<file path="config.mk">
export PLATFORM = sky130hd
export DESIGN_NAME = regfile_2r1w
export DESIGN_NICKNAME = d
export VERILOG_FILES = /design/src/rtl/regfile_pkg.sv /design/src/rtl/regfile_word.sv /design/src/rtl/regfile_2r1w.sv
export SDC_FILE = /design/constraint.sdc
export NUM_CORES = 2
export LEC_CHECK = 0
export BUFFER_PORTS_ARGS = -buffer_cell sky130_fd_sc_hd__buf_2
export CORE_MARGIN = 2
export CORE_UTILIZATION = 35
export DETAILED_ROUTE_END_ITERATION = 16
export SETUP_SLACK_MARGIN = 0.02
export SYNTH_ARGS = -nofsm -noshare
export SYNTH_HDL_FRONTEND = slang
export SYNTH_SLANG_ARGS = --single-unit
</file>
<file path="constraint.sdc">
create_clock -name clk -period 2.1 [get_ports clk]
set_input_delay 0.315 -clock clk [delete_from_list [all_inputs] [get_ports clk]]
set_output_delay 0.315 -clock clk [all_outputs]
set_load 0.1 [all_outputs]
</file>
<file path="src/rtl/regfile_pkg.sv">
// Shared register-file constants and types for datapath pipeline fields.
// Latency: n/a (declarations only).
// Backpressure: n/a.
package regfile_pkg;

  localparam int REG_ADDR_W = 5;
  localparam int REG_COUNT  = 1 << REG_ADDR_W;

  typedef logic [REG_ADDR_W-1:0] reg_addr_t;
  typedef logic [31:0]           reg_word_t;

  localparam reg_addr_t ZERO_ADDR = '0;

  // True for the hardwired-zero register.
  function automatic logic is_zero_addr(input reg_addr_t addr);
    return addr == ZERO_ADDR;
  endfunction

endpackage

</file>
<file path="src/rtl/regfile_word.sv">
// One storage word: WIDTH-bit register with load enable and async clear.
// Latency: load visible on q one clk edge after en=1.
// Backpressure: none; a load is always accepted when en=1 and reset is high.
module regfile_word #(
  parameter int WIDTH = 32
) (
  input  logic             clk,
  input  logic             reset,
  input  logic             en,
  input  logic [WIDTH-1:0] d,
  output logic [WIDTH-1:0] q
);

  // Hold the word; cleared asynchronously while reset is low.
  always_ff @(posedge clk or negedge reset) begin
    if (!reset) begin
      q <= '0;
    end else if (en) begin
      q <= d;
    end
  end

endmodule

</file>
<file path="src/rtl/regfile_2r1w.sv">
// Two-read one-write architectural register file; word 0 reads as zero.
// Latency: write lands on the next clk edge; reads are combinational.
// Backpressure: none; the write port is always ready, reads never stall.
// Build option: define REGFILE_BYPASS_EN to forward wr_data to a matching read.
module regfile_2r1w
  import regfile_pkg::*;
#(
  parameter int WIDTH  = 32,
  parameter int ADDR_W = REG_ADDR_W
) (
  input  logic              clk,
  input  logic              reset,
  input  logic              wr_en,
  input  logic [ADDR_W-1:0] wr_addr,
  input  logic [WIDTH-1:0]  wr_data,
  input  logic [ADDR_W-1:0] rd_addr1,
  input  logic [ADDR_W-1:0] rd_addr2,
  output logic [WIDTH-1:0]  rd_data1,
  output logic [WIDTH-1:0]  rd_data2
);

  localparam int NWORDS = 1 << ADDR_W;

  // Word 0 has no storage; its slot is tied to zero so the read mux
  // needs no special case.
  logic [WIDTH-1:0]  words [NWORDS];
  logic [NWORDS-1:1] wr_sel;

  assign words[0] = '0;

  // One-hot write decode. Each select is ANDed with wr_en so an unknown
  // enable can only reach the addressed word, never its neighbours.
  always_comb begin
    wr_sel = '0;
    for (int i = 1; i < NWORDS; i++) begin
      wr_sel[i] = wr_en & (wr_addr == ADDR_W'(i));
    end
  end

  for (genvar i = 1; i < NWORDS; i++) begin : g_word
    regfile_word #(
      .WIDTH (WIDTH)
    ) u_word (
      .clk   (clk),
      .reset (reset),
      .en    (wr_sel[i]),
      .d     (wr_data),
      .q     (words[i])
    );
  end

`ifdef REGFILE_BYPASS_EN
  // A write is forwardable only when it would actually commit at the edge.
  logic byp_ok;
  assign byp_ok = wr_en & reset & (wr_addr != '0);
`endif

  // Read muxes, with optional same-cycle forwarding of the write data.
  always_comb begin
    rd_data1 = words[rd_addr1];
    rd_data2 = words[rd_addr2];
`ifdef REGFILE_BYPASS_EN
    if (byp_ok && (rd_addr1 == wr_addr)) rd_data1 = wr_data;
    if (byp_ok && (rd_addr2 == wr_addr)) rd_data2 = wr_data;
`endif
  end

endmodule

</file>
# After elaboration in Yosys (flattened, before gate mapping)
# Index checks and enable logic that the tools add are counted.
# word_totals
register_bits,992
# classes
magnitude_cmp,2
n_eq_ne,31
muxes,6
n_bitwise,33
# ops
cell,count
binary-select mux 32 bit (select 5 bit),2
2-to-1 mux 32 bit,4
equality test 5 bit (second input constant),16
equality test 5 x 4 -> 1 bit (second input constant),8
AND 1 bit,31
equality test 5 x 3 -> 1 bit (second input constant),4
>= comparator 6 bit (second input constant),2
NOT 5 -> 6 bit,2
equality test 5 x 2 -> 1 bit (second input constant),2
equality test 5 x 1 -> 1 bit (second input constant),1

# Longest topological paths before layout
# logic_depth
depth_word,4
mapped_depth,9

# By module
# Synthesis repeated with hierarchy kept, for this count alone.
# unflattened
hier_cells,3568
hier_area_um2,57989.4
# modules_own_cells
module,n_inst,cells_per_inst,area_per_inst_um2
regfile_word,31,68,1345.0
regfile_2r1w,1,1460,16293.1

# Worst setup path after synthesis
# Ideal clock, no wire load.
# synth_timing
kind,input to output
startpoint,input rd_addr2[0]
endpoint,output rd_data2[23]
t_arrival_ps,3605
t_required_ps,1785
slack_ps,-1820
stages,9
path_buffers,5
cell_sequence,buf_2 buf_6 buf_6 buf_6 buf_6 mux2i_1 o22ai_1 a211oi_1 o31ai_1
# synth_via
elab_chain_cells,4
# synth_rtl
item,line,text
from (decl),regfile_2r1w.sv:17,"input logic [ADDR_W-1:0] rd_addr2,"
NOT 5 -> 6 bit (implied by the code),regfile_2r1w.sv:61,rd_data2 = words[rd_addr2];
binary-select mux 32 bit (select 5 bit),regfile_2r1w.sv:61,
2-to-1 mux 32 bit (implied by the code) (2 in a row),regfile_2r1w.sv:61,
to (decl),regfile_2r1w.sv:19,output logic [WIDTH-1:0] rd_data2
# Every way passes these cells. The select of a mux whose other input is x is not followed.

# Worst setup path after layout
# layout_timing
startpoint,register g_word[29].u_word.q[6]
endpoint,output rd_data2[6]
# layout_via
elab_chain_cells,3
# layout_rtl
item,line,text
from (decl),regfile_word.sv:11,output logic [WIDTH-1:0] q
from (signal assigned),regfile_word.sv:17,q <= '0;
from (signal assigned),regfile_word.sv:19,q <= d;
binary-select mux 32 bit (select 5 bit),regfile_2r1w.sv:61,
2-to-1 mux 32 bit (implied by the code) (2 in a row),regfile_2r1w.sv:61,
# Every way passes these cells. The select of a mux whose other input is x is not followed.

==> results.sh <==
export IMPL_status="finished, violations left"
export IMPL_violations="setup timing"
export IMPL_grt_util_all_layers_pct=22.50
export IMPL_num_vias=35290
export IMPL_die_y_um=394.1
export IMPL_place_congestion=0.7977
export IMPL_grt_pass1_wl_mm=260.4
export IMPL_crit_slowest_cell="mux4_2"
export IMPL_cts_sinks=992
export IMPL_drtPass1Iterations=5
export IMPL_path_class="register to primary output"
export IMPL_power_density_mw_per_mm2=918.8
export IMPL_cts_htree_levels=3
export IMPL_min_period_over_period_pct=133.7
export IMPL_path_delay_family="compound AO/OA/AOI/OAI gates"
export IMPL_drt_initial_drc_count=2689
export IMPL_path_buf_inv=1
export IMPL_drc=0
export IMPL_ant_nets=0
export IMPL_reg_largest_list="g_word.u_word.q: 992 flops"
export IMPL_postLayoutCoreUtil_pct=43.94
export IMPL_end_kind="primary output"
export IMPL_fin_crit_ns=2.808
export IMPL_grt_setup_unrepaired="true"
export IMPL_grt_max_degree=80
export IMPL_clk_pin_slew_ns=0.06
export IMPL_synth_nets=3655
export IMPL_yosys_most_used_dff="dfrtp_1"
export IMPL_worst_pin_slew_ns=0.6847
export IMPL_fmax_ghz=0.3561
export IMPL_dp_hpwl_mm=115.2
export IMPL_port_buffers=113
export IMPL_rows=143
export IMPL_final_max_slew_viol_count=0
export IMPL_ys_async_sr_fraction_pct=100.0
export IMPL_ys_types=30
export IMPL_synthCells=3605
export IMPL_coreArea_mm2=0.1515
export IMPL_ys_seq_area_share_pct=46.62
export IMPL_ios=114
export IMPL_avgViaCountPerCell=5.852
export IMPL_ys_warn_count=0
export IMPL_fin_skew_ns=0
export IMPL_crit_chain="mux4_2 > a22o_1 > o21ai_2 > o31ai_4 > buf_12"
export IMPL_hold_path_class="input pin to async pin"
export IMPL_largest_reg_flops=992
export IMPL_setup_violations=64
export IMPL_drv_cap=0
export IMPL_cts_root_buf="clkbuf_16"
export IMPL_critPathMaxFanout=3
export IMPL_syn_avg_cell_area_um2=14.77
export IMPL_clk_path_buf_depth=3
export IMPL_area_delta_synth_final_pct=25.06
export IMPL_cpPeakStageDelay_ns=0.49
export IMPL_antenna_found_initial=12
export IMPL_nNetsFinal=3962
export IMPL_ys_ff_latch=992
export IMPL_grt_ovfl_total=0
export IMPL_slew_headroom_pct=54.35
export IMPL_regMostFlops="g_word.u_word.q"
export IMPL_drive_gt1_share_pct=57.99
export IMPL_clkLatencyLatePin_ns=0.73
export IMPL_die_area_mm2=0.1553
export IMPL_syn_area_mm2=0.05325
export IMPL_hold_viol_final=0
export IMPL_tns_ns=-37.79
export IMPL_numCtsBuffers=108
export IMPL_worst_slack_ns=-0.7079
export IMPL_grt_pass1_vias=37330
export IMPL_cp_arrival_ns=2.49
export IMPL_cts_tree="yes"
export IMPL_start_util_pct=35.14
export IMPL_cp_data_required_time_ns=1.78
export IMPL_startpoint_type="register"
export IMPL_wl_mm=174.2
export IMPL_die_w_um=394.1
export IMPL_nFillCells=13380
export IMPL_peakVddDrop_v=0.0006425
export IMPL_leakagePower_nw=28.71
export IMPL_wire_per_inst_um=28.90
export IMPL_synth_edf_count=0
-- what timing repair did --
action / 4_1_cts / 5_1_grt
hold buffers: 1 / 0
setup endpoints to repair: 64 / 64
hold endpoints to repair: 328 / 0
setup buffers: 16 / 6
resized for setup: 62 / 22
pin swaps: 131 / 47
-- cell type report --
| class | instances | area [um2] | share of cell area (%) |
|---|---|---|---|
| multi-input combinational | 2205 | 28010 | 42.06 |
| sequential | 992 | 24820 | 37.28 |
| timing repair buffer | 603 | 7569 | 11.36 |
| clock buffer | 161 | 3284 | 4.932 |
| tap | 2030 | 2540 | 3.814 |
| clock inverter | 34 | 352.8 | 0.5298 |
| inverter | 2 | 7.507 | 0.01127 |
| antenna | 3 | 7.507 | 0.01127 |
-- layer usage --
layer  up-vias  share of wire (%)  global-route usage [%]
met2      1059                 47                   36.17
met4        14                2.6                   6.117
li1      14640                  -                       -
met3       317                5.6                   3.881
met5         -              0.048                       0
met1     19250                 44                   31.39
-- metrics by stage --
stage	worst slack, ns	area [um2]	power [mW]	hold WS (ns)	instances
after global placement	-0.5927	62530	41.16	0.3124	5815
after global routing	-0.8019	66590	63.84	0.1432	6029
after detailed placement	-0.6070	62530	41.63	0.3158	5815
after CTS	-0.7444	66460	61.52	0.1191	6021
final	-0.7079	66600	61.19	0.1657	6030
after floorplan	-0.3846	54400	36.21	0.01941	3605
-- worst register-to-register path, stage by stage (launching register included) --
cell	delay, ns
dfrtp_1	0.39
buf_4	0.14
buf_4	0.12
mux2_2	0.25
-- cells in the mapped netlist, types with 66 or more instances --
library cell / instances / area (um2)
and2_1: 66 / 412.9
a22o_1: 192 / 1682
dfrtp_1: 992 / 24820
clkbuf_1: 216 / 810.8
mux2_1: 89 / 1002
mux4_2: 384 / 8648
mux2_2: 967 / 10890
mux2i_1: 192 / 1922
buf_2: 141 / 705.7
-- kinds of logic after synthesis --
group	count (synthesis)	share of synthesized area, %
flops	992	46.62
buf+inv	408	3.527
compound gates	448	6.316
mux	1632	42.18
simple gates	125	1.358
-- cells in the final DEF, fill, tap and decap left out, drive strengths merged, types with 5 or more instances in the layout --
cell type  Yosys  routed
nor2b         10      10
and2          66      66
clkbuf       217     162
bufinv         0       6
mux2        1056    1056
clkinv         0      23
o22ai         64      64
nand2b         5       5
dfrtp        992     992
nor2          15      15
mux2i        192     192
o31ai         64      64
a211oi        64      64
buf          189     601
nand2         15      15
o21ai         64      64
a22o         192     192
inv            2       6
mux4         384     384
-- power by group --
part	internal, mW	leakage [nW]	switching, mW
logic	8.86	14.2	7.17
registers	22.9	12.7	2.66
clock network	11.5	1.82	8.16
-- path summary, 6_finish.rpt --
| path | depth (start not counted) | endpoint | startpoint | slack, ns |
|---|---|---|---|---|
| max in group asynchronous | 3 | g_word[28].u_word.q[30] | reset | 1.02 |
| min reg2reg | 1 | g_word[13].u_word.q[2] | g_word[13].u_word.q[2] | 0.50 |
| max | 5 | rd_data2[6] | g_word[29].u_word.q[6] | -0.71 |
| min | 2 | g_word[31].u_word.q[18] | reset | 0.17 |
| min in group clk | 2 | g_word[5].u_word.q[12] | wr_data[12] | 0.23 |
| max reg2reg | 3 | g_word[29].u_word.q[19] | g_word[29].u_word.q[19] | 1.09 |
Power figures use the tool's default switching activity.
